[config.mk]
export PLATFORM = sky130hd
export DESIGN_NAME = board_line_scanner
export DESIGN_NICKNAME = d
export VERILOG_FILES = /design/src/rtl/board_line_scanner_pkg.sv /design/src/rtl/board_line_scanner_line_walker.sv /design/src/rtl/board_line_scanner.sv
export SDC_FILE = /design/constraint.sdc
export NUM_CORES = 1
export LEC_CHECK = 0
export ABC_AREA = 0
export BUFFER_PORTS_ARGS = -buffer_cell sky130_fd_sc_hd__buf_2
export CORE_ASPECT_RATIO = 1.2
export CORE_UTILIZATION = 56
export CTS_CLUSTER_DIAMETER = 100
export DETAILED_ROUTE_END_ITERATION = 16
export PLACE_DENSITY = 0.76
export SYNTH_ARGS = -nofsm -noshare
export SYNTH_HDL_FRONTEND = slang
export SYNTH_SLANG_ARGS = --single-unit
[constraint.sdc]
create_clock -name clock -period 4.22 [get_ports clock]
set_clock_uncertainty 0.1 [all_clocks]
set_input_delay 0.844 -clock clock [delete_from_list [all_inputs] [get_ports clock]]
set_output_delay 0.844 -clock clock [all_outputs]
set_load 0.05 [all_outputs]
[src/rtl/board_line_scanner_pkg.sv]
// Shared definitions for the board scanner and the four-in-a-row recognizer:
// piece codes, default board dimensions and piece-code cleanup.
package board_line_scanner_pkg;

    localparam int BOARD_COLS = 7;
    localparam int BOARD_ROWS = 6;

    typedef enum logic [1:0] {
        EMPTY  = 2'b00,
        RED    = 2'b01,
        YELLOW = 2'b10
    } piece_e;

    // Code 11 is not a legal piece; it is treated as an empty cell.
    function automatic logic [1:0] clean_piece(input logic [1:0] code);
        return (code == 2'b11) ? 2'b00 : code;
    endfunction

endpackage

[src/rtl/board_line_scanner_line_walker.sv]
// Line walker: steps through every horizontal, vertical and diagonal line of
// the board, one slot per advance. Each line starts with a separator slot
// positioned on the line's first cell, followed by the cells of the line.
module line_walker
    import board_line_scanner_pkg::*;
#(
    parameter int COLS = BOARD_COLS,
    parameter int ROWS = BOARD_ROWS,
    parameter int AW   = 6
) (
    input  logic          clock,
    input  logic          reset,
    input  logic          start,
    input  logic          advance,
    output logic [AW-1:0] rd_addr,
    output logic          is_separator,
    output logic          last_slot
);

    localparam int RW = $clog2(ROWS + 1);
    localparam int CW = $clog2(COLS + 1);
    localparam int LW = $clog2(COLS + ROWS);

    typedef enum logic [1:0] {
        PH_HORIZ,
        PH_VERT,
        PH_DIAG_UP,
        PH_DIAG_DN
    } phase_e;

    phase_e        phase_q, phase_d, next_phase;
    logic [LW-1:0] line_q, line_d;
    logic [RW-1:0] row_q, row_d;
    logic [CW-1:0] col_q, col_d;
    logic          sep_q, sep_d;
    logic          line_end, last_line;
    int            next_line;

    function automatic int line_count(input phase_e ph);
        case (ph)
            PH_HORIZ: return ROWS;
            PH_VERT:  return COLS;
            default:  return COLS + ROWS - 1;
        endcase
    endfunction

    function automatic int start_row(input phase_e ph, input int ln);
        case (ph)
            PH_HORIZ:   return ln;
            PH_VERT:    return 0;
            PH_DIAG_UP: return (ln < COLS) ? 0 : ln - COLS + 1;
            default:    return (ln < COLS) ? ROWS - 1 : ROWS - 2 - (ln - COLS);
        endcase
    endfunction

    function automatic int start_col(input phase_e ph, input int ln);
        case (ph)
            PH_HORIZ: return 0;
            PH_VERT:  return ln;
            default:  return (ln < COLS) ? ln : 0;
        endcase
    endfunction

    assign rd_addr      = AW'(row_q) * AW'(COLS) + AW'(col_q);
    assign is_separator = sep_q;
    assign last_line    = (line_q == LW'(line_count(phase_q) - 1));
    assign next_line    = int'(line_q) + 1;
    assign last_slot    = !sep_q && line_end && last_line && (phase_q == PH_DIAG_DN);

    // Detect whether the next step along the current line leaves the board.
    always_comb begin
        line_end   = 1'b0;
        next_phase = PH_DIAG_DN;
        case (phase_q)
            PH_HORIZ: begin
                line_end   = (col_q == CW'(COLS - 1));
                next_phase = PH_VERT;
            end
            PH_VERT: begin
                line_end   = (row_q == RW'(ROWS - 1));
                next_phase = PH_DIAG_UP;
            end
            PH_DIAG_UP: begin
                line_end   = (row_q == RW'(ROWS - 1)) || (col_q == CW'(COLS - 1));
                next_phase = PH_DIAG_DN;
            end
            default: begin
                line_end   = (row_q == '0) || (col_q == CW'(COLS - 1));
                next_phase = PH_DIAG_DN;
            end
        endcase
    end

    // Next slot: leave the separator, step along the line, or jump to the next line/phase.
    always_comb begin
        phase_d = phase_q;
        line_d  = line_q;
        row_d   = row_q;
        col_d   = col_q;
        sep_d   = sep_q;
        if (start) begin
            phase_d = PH_HORIZ;
            line_d  = '0;
            row_d   = '0;
            col_d   = '0;
            sep_d   = 1'b1;
        end else if (advance) begin
            if (sep_q) begin
                sep_d = 1'b0;
            end else if (!line_end) begin
                case (phase_q)
                    PH_HORIZ: col_d = col_q + 1'b1;
                    PH_VERT:  row_d = row_q + 1'b1;
                    PH_DIAG_UP: begin
                        row_d = row_q + 1'b1;
                        col_d = col_q + 1'b1;
                    end
                    default: begin
                        row_d = row_q - 1'b1;
                        col_d = col_q + 1'b1;
                    end
                endcase
            end else if (!last_line) begin
                line_d = line_q + 1'b1;
                row_d  = RW'(start_row(phase_q, next_line));
                col_d  = CW'(start_col(phase_q, next_line));
                sep_d  = 1'b1;
            end else if (phase_q != PH_DIAG_DN) begin
                phase_d = next_phase;
                line_d  = '0;
                row_d   = RW'(start_row(next_phase, 0));
                col_d   = CW'(start_col(next_phase, 0));
                sep_d   = 1'b1;
            end
        end
    end

    // Walker position registers.
    always_ff @(posedge clock) begin
        if (!reset) begin
            phase_q <= PH_HORIZ;
            line_q  <= '0;
            row_q   <= '0;
            col_q   <= '0;
            sep_q   <= 1'b1;
        end else begin
            phase_q <= phase_d;
            line_q  <= line_d;
            row_q   <= row_d;
            col_q   <= col_d;
            sep_q   <= sep_d;
        end
    end

endmodule

[src/rtl/board_line_scanner.sv]
// Board line scanner: streams every board line, separator first, into the
// four-in-a-row recognizer and reports the first winner it signals.
module board_line_scanner
    import board_line_scanner_pkg::*;
#(
    parameter int COLS = BOARD_COLS,
    parameter int ROWS = BOARD_ROWS,
    parameter int AW   = 6
) (
    input  logic          clock,
    input  logic          reset,
    input  logic          go,
    output logic [AW-1:0] rd_addr,
    input  logic [1:0]    rd_data,
    output logic [1:0]    piece,
    input  logic [1:0]    win_in,
    output logic          busy,
    output logic          done,
    output logic [1:0]    winner
);

    typedef enum logic [1:0] {
        S_IDLE,
        S_SCAN,
        S_DRAIN,
        S_DONE
    } state_e;

    localparam logic [1:0] MASK_CYCLES = 2'd3;
    localparam logic [1:0] DRAIN_LAST  = 2'd2;

    state_e     state_q, state_d;
    logic [1:0] mask_q, mask_d;
    logic [1:0] drain_q, drain_d;
    logic       v1_q, v1_d;
    logic [1:0] piece_q, piece_d;
    logic       busy_q, busy_d;
    logic       done_q, done_d;
    logic [1:0] winner_q, winner_d;

    logic       walk_start, walk_adv;
    logic       is_sep, last_slot;
    logic       win_hit;

    line_walker #(
        .COLS(COLS),
        .ROWS(ROWS),
        .AW  (AW)
    ) u_walker (
        .clock       (clock),
        .reset       (reset),
        .start       (walk_start),
        .advance     (walk_adv),
        .rd_addr     (rd_addr),
        .is_separator(is_sep),
        .last_slot   (last_slot)
    );

    assign win_hit = (win_in != EMPTY) && (mask_q == MASK_CYCLES);
    assign piece   = piece_q;
    assign busy    = busy_q;
    assign done    = done_q;
    assign winner  = winner_q;

    // Scan sequencing, read pipeline and win capture. A win freezes the walker
    // and flushes the pipeline in the same cycle so the stream stops at once.
    always_comb begin
        state_d    = state_q;
        mask_d     = mask_q;
        drain_d    = drain_q;
        v1_d       = 1'b0;
        piece_d    = EMPTY;
        busy_d     = busy_q;
        done_d     = 1'b0;
        winner_d   = winner_q;
        walk_start = 1'b0;
        walk_adv   = 1'b0;
        case (state_q)
            S_IDLE: begin
                if (go) begin
                    state_d    = S_SCAN;
                    busy_d     = 1'b1;
                    winner_d   = EMPTY;
                    mask_d     = '0;
                    walk_start = 1'b1;
                end
            end
            S_SCAN: begin
                if (mask_q != MASK_CYCLES) begin
                    mask_d = mask_q + 1'b1;
                end
                if (win_hit) begin
                    state_d  = S_DONE;
                    winner_d = win_in;
                    busy_d   = 1'b0;
                    done_d   = 1'b1;
                end else begin
                    walk_adv = 1'b1;
                    v1_d     = !is_sep;
                    piece_d  = v1_q ? clean_piece(rd_data) : EMPTY;
                    if (last_slot) begin
                        state_d = S_DRAIN;
                        drain_d = '0;
                    end
                end
            end
            S_DRAIN: begin
                if (win_hit) begin
                    state_d  = S_DONE;
                    winner_d = win_in;
                    busy_d   = 1'b0;
                    done_d   = 1'b1;
                end else begin
                    piece_d = v1_q ? clean_piece(rd_data) : EMPTY;
                    if (drain_q == DRAIN_LAST) begin
                        state_d = S_DONE;
                        busy_d  = 1'b0;
                        done_d  = 1'b1;
                    end else begin
                        drain_d = drain_q + 1'b1;
                    end
                end
            end
            default: begin
                state_d = S_IDLE;
            end
        endcase
    end

    // FSM state and registered outputs.
    always_ff @(posedge clock) begin
        if (!reset) begin
            state_q  <= S_IDLE;
            mask_q   <= '0;
            drain_q  <= '0;
            v1_q     <= 1'b0;
            piece_q  <= EMPTY;
            busy_q   <= 1'b0;
            done_q   <= 1'b0;
            winner_q <= EMPTY;
        end else begin
            state_q  <= state_d;
            mask_q   <= mask_d;
            drain_q  <= drain_d;
            v1_q     <= v1_d;
            piece_q  <= piece_d;
            busy_q   <= busy_d;
            done_q   <= done_d;
            winner_q <= winner_d;
        end
    end

endmodule

==> out/results.ini <==
[synthesis]
synth.yosys.seq_area_share_pct = 24.1
synth_top_family_by_area = compound AO/OA/AOI/OAI gates
ys_types = 52
synth_simple_gate_area_share_pct = 21.1
syn-cell-area_sq_um = 2160
synth_seq_cells = 26
synthMuxAreaShare_pct = 1.86
synthCells = 256
synth_nets = 298
avgSynthCellArea_sq_um = 8.42
synth_edf_count = 0
synth_fa_ha_area_share_pct = 22.1
async_flop_share_pct = 0
ys.flop_type = dfxtp_1
synth-compound-area-share_pct = 22.1
synth_xor_area_share_pct = 3.25
yosys_warnings = 0

[cells_and_area]
instances_no_fill = 323
fillers = 330
syn_to_final_growth_pct = 8.42
drive_gt1_share_pct = 11.4
nets = 314
antenna_cells = 0

[sta]
setup_tns_ps = 0
finalHoldViolCount = 0
setup_viol = 0
period_share_pct = 93.5
rsz0062_at_grt = no
slew_viol_final = 0
min_period_ps = 3950
fmax_ghz = 0.253
timing.slew.headroom_pct = 49.2
worst_slew_pin_slew_ps = 762

[critical_path]
endpoint_kind = output port
path_cells = fa_1 -> fa_1 -> inv_1 -> fa_1 -> inv_1 -> a21o_1 -> a21oi_1 -> xnor2_1 -> buf_2
rrSetupSlack_ps = 1380
worstSetupPathType = reg2out
r2r-end = u_walker.col_q[0]$_SDFFE_PP0P_
crit_top_cell = fa_1
cp-startpoint = u_walker.row_q[2]$_SDFFE_PP0P_
start_kind = flop
critPathMaxStageDelay_ps = 540
crit_required_ps = 3280
rr_startpoint = u_walker.phase_q[1]$_SDFFE_PP0P_
worst_path_max_delay_cell = dfxtp_1
arrival_ps = 3000
crit_family = adder cells
path_depth = 9
crit_path_end = rd_addr[5]
crit_buf_inv = 3
worstRegToRegCells = 8
crit_fanout = 9

[global_route]
grt_antenna_before_repair = 0
grt_pass1_wl_um = 7760
grt_pass1_vias = 1788
grt_overflow = 0
grt_max_degree = 21
gr-usage-all-layers_pct = 23.8

[route]
dr.pass1.iters = 4
viasPerCell = 5.76
ant_nets = 0
drc = 0
drt_wl_total_um = 4600
drt_iter0_markers = 96
wl_per_cell_um = 14.2
vias = 1859

[cts]
htreeDepth = 1
cts_buffers = 3
ctsResizeCount = 0
clockBufferDepth = 2
clk_pin_slew_worst_paths_ps = 90
cts-root-buf = clkbuf_8
cts.sinks = 26
postCtsSetupBuffers = 0
cts_tree = done
postCtsHoldBufs = 0
insertion_delay_ps = 280

[die]
die_y_um = 70.0
start_util_pct = 58.8
dieArea_sq_um = 4100
num_rows = 24
die_w_um = 58.6
core_sq_um = 3660
ios = 19

[placement]
dp_hpwl_um = 3490
port_buffers = 18
place.gp.congestion = 0.896
dp_cells = 319

[job]
drv_cap = 0

[pwr]
power_density_nw_per_um2 = 313
p_leak_nw = 1.06
irDropWorstVdd_mv = 0.224

[hold_path]
min-delay-path-class = reg2reg

[outcome]
status = finished clean

-- per-layer routing --
metal,global-route usage (%),up-vias,share of wire (%)
li1,-,942,-
met1,28.2,870,44
met2,44.3,38,51
met3,1.67,9,2.7
met4,7.14,0,1.8
met5,0,-,0
-- cell type report --
cell class              instances  area [sq um]  area share, %
multi-input cells             203          1520           64.8
flip-flops and latches         26           520           22.3
repair buffers                 18          90.1           3.85
inverters                      20          75.1           3.21
well taps                      52          65.1           2.78
clock buffers                   3          41.3           1.77
clock inverters                 1          30.0           1.28
-- kinds of logic (layout without fill, tap and decap cells) --
family,count (synthesis),count (layout)
simple gates,86,86
fa+ha+maj,35,35
flops,26,26
compound gates,70,70
mux,4,4
xor+xnor,8,8
buf+inv,27,42
-- worst min-delay path: cells and delay by family (launching register included) --
family,cells,cell delay [ps]
DFF,1,310
and+or+nand+nor,2,160
-- state kept, by name, summed over array words and instances, names as in the netlist --
register / flops
winner: 2
piece: 2
done: 1
busy: 1
drain_q: 2
u_walker.col_q: 3
mask_q: 2
u_walker.row_q: 3
state_q: 2
u_walker.is_separator: 1
u_walker.line_q: 4
u_walker.phase_q: 2
v1_q: 1
-- metrics by stage --
| step | setup WS [ps] | power, mW | utilization, % | cell area [sq um] | hold slack, ps |
|---|---|---|---|---|---|
| 3_3_place_gp | 631 | 0.517 | 61.9 | 2270 | 380 |
| 2_1_floorplan | 255 | 0.473 | - | 2160 | 365 |
| 6_report | 273 | 0.731 | 63.8 | 2340 | 411 |
| 4_1_cts | 264 | 0.730 | 63.8 | 2340 | 422 |
| 3_5_place_dp | 571 | 0.522 | 61.9 | 2270 | 400 |
| 5_1_grt | 69.4 | 0.777 | 63.8 | 2340 | 444 |
-- Yosys cell counts, types with 2 or more instances --
cell type  count  area (sq um)
nor2b_1        8          50.1
nand2b_1       3          18.8
nor3b_1        4          30.0
nand2_1       20          75.1
nand4_1        2          12.5
a21o_1         3          22.5
nand3_1        6          30.0
o21ai_0       12          60.1
xnor2_1        6          52.6
a311oi_1       2          17.5
o21a_1         3          22.5
inv_1         20          75.1
a22oi_1        6          45.0
o21ai_1        2          10.0
fa_1           5           100
a31oi_1        6          37.5
buf_6          2          22.5
nor3_1         6          30.0
dfxtp_1       26           521
ha_1          30           375
and2_1         2          12.5
buf_2          3          15.0
clkbuf_1       2          7.51
mux2i_1        4          40.0
a211oi_1       4          30.0
a21oi_1       14          70.1
and3_1         4          25.0
o21bai_1       2          15.0
nor2_1        23          86.3
o31ai_1        3          22.5
xor2_1         2          17.5
-- report_power, final --
group | internal (mW) | switching [mW]
logic | 0.0865 | 0.152
registers | 0.265 | 0.0163
clock network | 0.127 | 0.0841
total | 0.478 | 0.253
-- worst min path at each step --
stage | startpoint | endpoint | slack [ps] | cells past startpoint
floorplan | drain_q[1]$_SDFFE_PN0P_ | drain_q[1]$_SDFFE_PN0P_ | 360 | 2
global placement | drain_q[1]$_SDFFE_PN0P_ | drain_q[1]$_SDFFE_PN0P_ | 380 | 2
detailed placement | drain_q[1]$_SDFFE_PN0P_ | drain_q[1]$_SDFFE_PN0P_ | 400 | 2
CTS | v1_q$_SDFF_PP0_ | piece[1]$_SDFF_PP0_ | 420 | 2
global route | winner[0]$_SDFFE_PN0P_ | winner[0]$_SDFFE_PN0P_ | 440 | 2
finish | v1_q$_SDFF_PP0_ | piece[1]$_SDFF_PP0_ | 410 | 2
-- cell usage in the layout (no fill, tap or decap), drive strengths merged, types with 7 or more instances in the layout --
cell	synthesis	final
nand2	20	20
dfxtp	26	26
nor3	7	7
buf	5	18
ha	30	30
a21oi	15	15
inv	20	20
nor2b	8	8
nor2	23	23
o21ai	15	15
(Power assumes the default switching activity.)
